==> src/rtl/uart_pkg.sv <==
// Shared UART types and helpers for the FIFO-fed transmitter.
package uart_pkg;

    typedef enum logic [2:0] {
        IDLE   = 3'd0,
        START  = 3'd1,
        DATA   = 3'd2,
        PARITY = 3'd3,
        STOP   = 3'd4
    } state_t;

    localparam logic PARITY_EVEN = 1'b0;
    localparam logic PARITY_ODD  = 1'b1;

    // Total CLK cycles of one frame: start + data + optional parity + stop bits.
    function automatic int frame_len(input int num_bits, input int par_en,
                                     input int stop_bits, input int clks_per_bit);
        return (1 + num_bits + par_en + stop_bits) * clks_per_bit;
    endfunction

endpackage

==> src/rtl/uart_baud_counter.sv <==
// Loadable down-counter; tick marks the last CLK cycle of a bit period.
module uart_baud_counter #(
    parameter int CLKS_PER_BIT = 16
) (
    input  logic CLK,
    input  logic RST,
    input  logic load,
    output logic tick
);
    localparam int CW = (CLKS_PER_BIT > 2) ? $clog2(CLKS_PER_BIT) : 1;

    logic [CW-1:0] cnt;

    // Reload at bit boundaries, otherwise count down and park at zero.
    always_ff @(posedge CLK) begin
        if (RST)
            cnt <= '0;
        else if (load)
            cnt <= CW'(CLKS_PER_BIT - 1);
        else if (cnt != '0)
            cnt <= cnt - 1'b1;
    end

    assign tick = (cnt == '0);

endmodule

==> src/rtl/fifo_uart_tx.sv <==
// FIFO reader that serialises popped bytes as back-to-back UART frames.
import uart_pkg::*;

module fifo_uart_tx #(
    parameter int NUM_BITS     = 8,
    parameter int addr_bits    = 4,
    parameter int CLKS_PER_BIT = 16,
    parameter int STOP_BITS    = 1
) (
    input  logic                 CLK,
    input  logic                 RST,
    input  logic                 enable,
    input  logic                 parity_en,
    input  logic                 parity_odd,
    input  logic                 empty,
    input  logic [addr_bits-1:0] numdata,
    input  logic [NUM_BITS-1:0]  rdata,
    output logic                 REN,
    output logic                 tx,
    output logic                 busy,
    output logic                 frame_done
);
    localparam int MAXB = (NUM_BITS > STOP_BITS) ? NUM_BITS : STOP_BITS;
    localparam int BW   = $clog2(MAXB) + 1;

    state_t              state;
    logic [NUM_BITS-1:0] shift;
    logic [NUM_BITS-1:0] shift_nxt;
    logic [BW-1:0]       bit_cnt;
    logic                par_en_q;
    logic                par_bit_q;
    logic                tick;
    logic                bit_end;
    logic                last_stop;

    // Occupancy is informational only; control uses the empty flag.
    logic unused_numdata;
    assign unused_numdata = ^numdata;

    assign shift_nxt = shift >> 1;
    assign bit_end   = (state != IDLE) && tick;
    assign last_stop = (state == STOP) && tick && (bit_cnt == BW'(STOP_BITS - 1));

    // Pop when idle or finishing a frame, so frames chain without a gap.
    assign REN        = !RST && enable && !empty && ((state == IDLE) || last_stop);
    assign busy       = (state != IDLE);
    assign frame_done = last_stop;

    uart_baud_counter #(.CLKS_PER_BIT(CLKS_PER_BIT)) u_baud (
        .CLK  (CLK),
        .RST  (RST),
        .load (REN || bit_end),
        .tick (tick)
    );

    // Frame FSM; tx is registered with the value of the state being entered.
    always_ff @(posedge CLK) begin
        if (RST) begin
            state     <= IDLE;
            tx        <= 1'b1;
            shift     <= '0;
            bit_cnt   <= '0;
            par_en_q  <= 1'b0;
            par_bit_q <= 1'b0;
        end else if (REN) begin
            shift     <= rdata;
            par_en_q  <= parity_en;
            par_bit_q <= ^rdata ^ parity_odd;
            bit_cnt   <= '0;
            state     <= START;
            tx        <= 1'b0;
        end else if (bit_end) begin
            case (state)
                START: begin
                    state   <= DATA;
                    tx      <= shift[0];
                    bit_cnt <= '0;
                end
                DATA: begin
                    if (bit_cnt == BW'(NUM_BITS - 1)) begin
                        bit_cnt <= '0;
                        if (par_en_q) begin
                            state <= PARITY;
                            tx    <= par_bit_q;
                        end else begin
                            state <= STOP;
                            tx    <= 1'b1;
                        end
                    end else begin
                        bit_cnt <= bit_cnt + 1'b1;
                        shift   <= shift_nxt;
                        tx      <= shift_nxt[0];
                    end
                end
                PARITY: begin
                    state   <= STOP;
                    tx      <= 1'b1;
                    bit_cnt <= '0;
                end
                STOP: begin
                    tx <= 1'b1;
                    if (last_stop) begin
                        state   <= IDLE;
                        bit_cnt <= '0;
                    end else begin
                        bit_cnt <= bit_cnt + 1'b1;
                    end
                end
                default: begin
                    state <= IDLE;
                    tx    <= 1'b1;
                end
            endcase
        end
    end

endmodule
==> config.mk <==
export PLATFORM = sky130hd
export DESIGN_NAME = fifo_uart_tx
export DESIGN_NICKNAME = d
export VERILOG_FILES = /design/src/rtl/uart_pkg.sv /design/src/rtl/uart_baud_counter.sv /design/src/rtl/fifo_uart_tx.sv
export SDC_FILE = /design/constraint.sdc
export NUM_CORES = 1
export LEC_CHECK = 0
export CAP_MARGIN = 20
export CORE_MARGIN = 10
export CORE_UTILIZATION = 55
export CTS_BUF_LIST = sky130_fd_sc_hd__clkbuf_16
export DETAILED_ROUTE_END_ITERATION = 8
export PLACE_DENSITY = 0.83
export REMOVE_ABC_BUFFERS = 1
export SYNTH_ARGS = -nofsm -noshare
export SYNTH_HDL_FRONTEND = slang
export SYNTH_HIERARCHICAL = 1
export SYNTH_SLANG_ARGS = --single-unit
==> constraint.sdc <==
create_clock -name CLK -period 4.6 [get_ports CLK]
set_clock_uncertainty 0.15 [all_clocks]
set_input_delay 0.69 -clock CLK [delete_from_list [all_inputs] [get_ports CLK]]
set_output_delay 0.69 -clock CLK [all_outputs]
set_load 0.01 [all_outputs]
==> summary.md, run 1 <==
| Metric | Value |
|---|---|
| Max-Cap Viols | 0 |
| Layout cells sized above 1 | 10.7% |
| DRC | 0 |
| CP Capture Type | primary output |
| Clock buffer depth | 2 |
| WP data required | 3.76 ns |
| Initial DRC count | 53 |
| Status | completed |
| Top cell type's share of synthesized area | 35.2% |
| DR vias/cell | 5.67 |
| Hold_sp | shift[2] |
| Synthesized area | 1250 um2 |
| Worst R2R End | shift[1] |
| Final nets | 181 |
| Final Max Slew Viols | 0 |
| Worst Hold Class | flip-flop to flip-flop |
| Post-cts sizing count | 0 |
| Worst setup SP type | primary input |
| Cells on worst reg2reg path | 10 |
| CTS Sinks | 22 |
| Die Span Y | 67.7 um |
| Worst-margin pin slew | 0.601 ns |
| Power density cells | 453 nW/um2 |
| WL per Instance | 13.5 um |
| DRT antenna net count | 0 |
| Largest family of logic cells by synthesized area | simple AND/OR/NAND/NOR gates |
| Hold path depth | 2 |
| Core Util, Final | 69.8% |
| CTS H-tree lvls | 1 |
| Final Non-Filler Cells | 187 |
| Total CTS buffers | 3 |
| Min Clock Period, post-route | 3.67 ns |
| First-pass GRT wire length | 4400 um |
| Synth unique cells | 46 |
| Synthesized-area fraction occupied by adder cells | 3.00% |
| Number of synthesis warnings | 6 |
| Synth top cells by count | dfxtp_1, nand2_1, a21oi_1 |
| Critical path class | primary input to primary output |
| Yosys reg bits | 22 |
| Final setup violation count | 0 |
| CP max FO | 12 |
| Vias in the first global route | 1086 |
| XOR/XNOR Fraction of Synth Area | 8.40% |
| Worst slew margin | 59.6% |
| EDFF count, synth | 0 |
| Placed instance count | 183 |
| Overall power | 0.693 mW |
| Routability cong. | 0.781 |
| IR drop worst, VDD | 0.409 mV |
| RSZ-0062 raised after global routing | false |
| CP arrival | 2.83 ns |
| Post-DP HPWL | 1880 um |
| Synth Area in Simple Gates | 21.8% |
| Sequential share of the synthesized area | 35.2% |
| Root Driver | clkbuf_16 |
| Largest net degree at the start of global routing | 19 |
| Die X | 67.7 um |
| P_leak | 0.560 nW |
| Most frequent cell after synthesis | dfxtp_1 |
| # IOs | 22 |
| FP Rows | 17 |
| Hold path endpoint | shift[2] |
| Vias after detailed routing | 1060 |
| Setup Buffers After CTS | 0 |
| Period utilization | 79.7% |
| First drt pass iteration count | 4 |
| CTS tree | done |
| Main synth FF type | dfxtp_1 |
| FMAX | 273 MHz |
| Post-synthesis async set-or-reset flop share | 0% |
| Final hold viol count | 0 |
| R2R setup slack | 2.04 ns |
| Worst-Skew Late Latency | 0.25 ns |
| Core area | 2190 um2 |
| FILL cells | 178 |
| Hold_buf cts | 0 |
| Setup TNS | 0 ns |
| Hold WS | 0.305 ns |
| Die area | 4580 um2 |
| Mean Syn Cell Area | 8.69 um2 |
| CTS clk-pin slew, worst paths | 0.06 ns |
| Cell count after synthesis | 144 |
| Gr usage total | 12.1% |
| Starting Density | 57.1% |
| Syn-to-layout area delta | 22.3% |
| Port Buf Inserts | 17 |
| Post-synthesis mux area share | 5.00% |
| Initial antenna violation count | 0 |
| Compound-cell area share of the yosys netlist | 19.5% |
| Synth area leaders | dfxtp_1, xnor2_1, a21oi_1 |
| Diode count | 0 |
| Total Routed Length | 2530 um |
| Largest area contributor in the netlist | dfxtp_1 |
| Grt total ovfl | 0 |
| Reg2reg start | u_baud/cnt[0] |
[through the flow]
stage | instance area (um2) | setup slack [ns]
final | 1530 | 0.933
after global routing | 1530 | 0.813
after CTS | 1530 | 0.930
after detailed placement | 1430 | 0.943
after global placement | 1430 | 0.976
after floorplan | 1200 | 1.96
[kinds of logic (layout without fill, tap and decap cells)]
logic type | count (synthesis) | after routing
mux | 6 | 6
compound gates | 35 | 35
flops | 22 | 22
simple gates | 48 | 48
buf+inv | 18 | 33
xor+xnor | 12 | 12
fa+ha+maj | 3 | 3
[worst max-delay path, cell delays in order]
cell and delay (ns):
clkdlybuf4s50_1 0.48, or4b_1 0.45, a211o_1 0.48, clkinv_4 0.16
clkdlybuf4s50_1 0.56
[power by group]
group | switching, mW | internal [mW] | total [mW] | leakage [nW]
registers | 0.0246 | 0.216 | 0.240 | 0.179
clock network | 0.0679 | 0.173 | 0.241 | 0.0511
logic | 0.107 | 0.105 | 0.212 | 0.330
[cell type report]
class                      count  area, um2  share of cell area, %
multi-input combinational    104        722                   47.2
inverter                      10       42.5                   2.78
clock inverter                 1       30.0                   1.96
tap                           28       35.0                   2.29
sequential                    22        440                   28.8
timing repair buffer          19        185                   12.1
clock buffer                   3       75.1                   4.91
[cell usage in the layout, fill, tap and decap left out, drive strengths merged, types with 2 or more instances in the layout]
cell type	count
a22oi	6
mux2	2
xnor2	9
dfxtp	22
ha	3
xor2	3
o21ai	3
or3	2
clkbuf	3
a211oi	3
inv	9
nor2	12
a21oi	14
nor3b	2
clkdlybuf4s50	17
buf	2
nand2b	2
and3	2
nand2	17
nor3	2
mux2i	4
[worst max path at each step]
stage / from / end / slack [ns] / depth (start not counted)
2_1_floorplan: u_baud/cnt[0] / REN / 1.96 / 6
3_3_place_gp: enable / REN / 0.98 / 5
3_5_place_dp: enable / REN / 0.94 / 5
4_1_cts: enable / REN / 0.93 / 5
5_1_grt: u_baud/cnt[0] / REN / 0.81 / 8
6_report: enable / REN / 0.93 / 5
[layer usage]
layer	routed length, um	global-route usage (%)
met1	1130	12.6
met2	1200	21.0
met3	158	4.30
met4	44	5.90
met5	0	0
[registers in the layout (all words and copies together) (netlist names)]
signal	flops
bit_cnt	4
par_bit_q	1
par_en_q	1
shift	8
state	3
tx	1
u_baud/cnt	4
No activity file was read; power rests on OpenSTA's default activity.
==> run 2, diff against run 1 <==
--- a/config.mk
+++ b/config.mk
@@ -7,10 +7,10 @@
 export LEC_CHECK = 0
 export CAP_MARGIN = 20
 export CORE_MARGIN = 10
-export CORE_UTILIZATION = 55
+export CORE_UTILIZATION = 51
 export CTS_BUF_LIST = sky130_fd_sc_hd__clkbuf_16
 export DETAILED_ROUTE_END_ITERATION = 8
-export PLACE_DENSITY = 0.83
+export PLACE_DENSITY = 0.78
 export REMOVE_ABC_BUFFERS = 1
 export SYNTH_ARGS = -nofsm -noshare
 export SYNTH_HDL_FRONTEND = slang
==> constraint.sdc (replaced) <==
create_clock -name CLK -period 3.55 [get_ports CLK]
set_clock_uncertainty 0.15 [all_clocks]
set_input_delay 0.5325 -clock CLK [delete_from_list [all_inputs] [get_ports CLK]]
set_output_delay 0.5325 -clock CLK [all_outputs]
set_load 0.01 [all_outputs]
==> summary.md, run 2 (synthesis results as in run 1) <==
| Metric | Value |
|---|---|
| CTS H-tree lvls | 1 (unchanged) |
| # IOs | 22 (unchanged) |
| WP data required | 2.87 ns (-0.89 ns) |
| Overall power | 0.821 mW (+18%) |
| Reg area | 440 um2 (unchanged) |
| Max incr delay on CP | 0.55 ns (about the same) |
| Total Routed Length | 2560 um (+1.5%) |
| Vias after detailed routing | 1029 (-2.9%) |
| CTS Sinks | 22 (unchanged) |
| Max-Cap Viols | 0 (unchanged) |
| Die Span Y | 69.5 um (+2.7%) |
| Crit. path cell count | 5 (unchanged) |
| Most used cell, CP | clkdlybuf4s50_1 |
| Final Max Slew Viols | 0 (unchanged) |
| Slowest stage cell, crit path | clkdlybuf4s50_1 |
| Worst-margin pin slew | 0.602 ns (+0.00104 ns) |
| Hold_buf cts | 0 (unchanged) |
| Final nets | 182 (+0.55%) |
| Worst R2R End | shift[0] |
| Root Driver | clkbuf_16 |
| DRT antenna net count | 0 (unchanged) |
| Buf+Inv Stages, Crit Path | 3 (unchanged) |
| RSZ-0062 raised after global routing | false |
| Routability cong. | 0.849 (+8.7%) |
| Die X | 69.5 um (+2.7%) |
| CTS clk-pin slew, worst paths | 0.06 ns (about the same) |
| CP max FO | 9 (-3) |
| Worst-Skew Late Latency | 0.25 ns (about the same) |
| Top flop regs | shift (8), bit_cnt (4), u_baud/cnt (4) |
| Diode count | 0 (unchanged) |
| Gr usage total | 10.5% (-1.6 points) |
| Final setup violation count | 0 (unchanged) |
| Grt total ovfl | 0 (unchanged) |
| Port Buf Inserts | 17 (unchanged) |
| Final hold viol count | 0 (unchanged) |
| Largest net degree at the start of global routing | 18 (-1) |
| Core area | 2280 um2 (+3.9%) |
| CP cell instances | clkdlybuf4s50_1, or4b_1, a211o_1, clkinv_4, clkdlybuf4s50_1 |
| Max FFs per register | 8 (unchanged) |
| Placed instance count | 184 (+0.55%) |
| CTS tree | done |
| First-pass GRT wire length | 4490 um (+2.0%) |
| Post-cts sizing count | 0 (unchanged) |
| Final Non-Filler Cells | 188 (+0.53%) |
| Min Clock Period, post-route | 3.14 ns |
| Worst setup SP type | primary input |
| DR vias/cell | 5.47 (-3.4%) |
| Placed Instance Area | 1430 um2 (+0.53%) |
| Layout cells sized above 1 | 10.6% (-0.067 points) |
| P_leak | 0.552 nW (-1.5%) |
| Cells on worst reg2reg path | 8 (-2) |
| DRC | 0 (unchanged) |
| First drt pass iteration count | 4 (unchanged) |
| FMAX | 319 MHz |
| CP Launch Point | enable |
| Initial DRC count | 69 (+30%) |
| CP arrival | 2.45 ns (-0.38 ns) |
| WL per Instance | 13.6 um (+0.92%) |
| Period utilization | 88.3% |
| R2R setup slack | 1.21 ns (-0.83 ns) |
| Critical path class | primary input to primary output |
| Setup Buffers After CTS | 0 (unchanged) |
| Initial antenna violation count | 0 (unchanged) |
| Setup TNS | 0 ns (unchanged) |
| Power density cells | 543 nW/um2 (+20%) |
| Area of the multi-input gates | 722 um2 (unchanged) |
| Syn-to-layout area delta | 20.8% |
| Post-DP HPWL | 1920 um (+2.1%) |
| CP Capture Type | primary output |
| Post-route cell area | 1510 um2 (-1.2%) |
| FILL cells | 176 (-1.1%) |
| Critical path endpoint | REN |
| Most common cell after layout, fill and taps aside | dfxtp_1 |
| FP Rows | 17 (unchanged) |
| IR drop worst, VDD | 0.458 mV (+12%) |
| Worst Hold Class | flip-flop to flip-flop |
| Total CTS buffers | 3 (unchanged) |
| Hold path depth | 2 (unchanged) |
| Starting Density | 55.0% (-2.1 points) |
| Status | completed |
| CP delay by family, top | buffers and inverters |
| Reg2reg start | u_baud/cnt[0] |
| Die area | 4830 um2 (+5.5%) |
| Largest register by flop count | shift |
| Clock buffer depth | 2 (unchanged) |
| Vias in the first global route | 1055 (-2.9%) |
| Most frequent cells in the layout | dfxtp_1, nand2_1, clkdlybuf4s50_1 |
| Worst slew margin | 59.6% (-0.070 points) |
run 2: how the worst min path moves through the flow:
| stage | start | endpoint | slack [ns] |
|---|---|---|---|
| 3_3_place_gp | shift[4] | shift[4] | 0.30 |
| 2_1_floorplan | shift[2] | shift[2] | 0.28 |
| 3_5_place_dp | shift[3] | shift[3] | 0.30 |
| 5_1_grt | shift[4] | shift[4] | 0.34 |
| 6_report | shift[3] | shift[3] | 0.31 |
| 4_1_cts | shift[3] | shift[3] | 0.31 |
run 2: metrics by stage:
step           utilization (%)  setup slack, ns  hold WS [ns]
2_1_floorplan                -             1.06         0.280
3_3_place_gp              62.9            0.434         0.299
3_5_place_dp              62.9            0.442         0.304
4_1_cts                   66.4            0.410         0.312
5_1_grt                   66.4            0.324         0.337
6_report                  66.4            0.414         0.309
run 2: worst register-to-register path: cells and delay by family, from the launching register on:
family	cells	cell delay [ns]
muxes	1	0.30
DFF	1	0.31
AOI/OAI and AO/OA	1	0.09
buffers and inverters	2	0.31
and+or+nand+nor	3	0.85
adders and majority gates	1	0.22
run 2: power by group:
| group | switching (mW) | total [mW] | internal (mW) |
|---|---|---|---|
| clock network | 0.0844 | 0.234 | 0.150 |
| logic | 0.138 | 0.276 | 0.138 |
| registers | 0.0307 | 0.310 | 0.279 |
run 2: cell type report:
type | instances | area share (%)
Inverter | 10 | 2.81
Timing Repair Buffer | 20 | 12.7
Clock buffer | 3 | 4.97
Multi-Input combinational cell | 104 | 47.8
Clock inverter | 1 | 0.248
Tap cell | 28 | 2.32
Sequential cell | 22 | 29.1
run 2: routing by layer:
metal,global-route usage (%),share of wire [%],vias to the layer above,routed length (um)
li1,-,-,529,-
met1,11.8,45,465,1170
met2,18.4,48,31,1230
met3,3.00,5.8,4,149
met4,2.88,0.90,0,23
met5,0,0,-,0
==> run 3, diff against run 2 <==
--- a/config.mk
+++ b/config.mk
@@ -12,6 +12,7 @@
 export DETAILED_ROUTE_END_ITERATION = 8
 export PLACE_DENSITY = 0.78
 export REMOVE_ABC_BUFFERS = 1
+export SLEW_MARGIN = 10
 export SYNTH_ARGS = -nofsm -noshare
 export SYNTH_HDL_FRONTEND = slang
 export SYNTH_HIERARCHICAL = 1
==> results of run 3 <==
Final layout, timing and power as in run 2 (identical DEF).
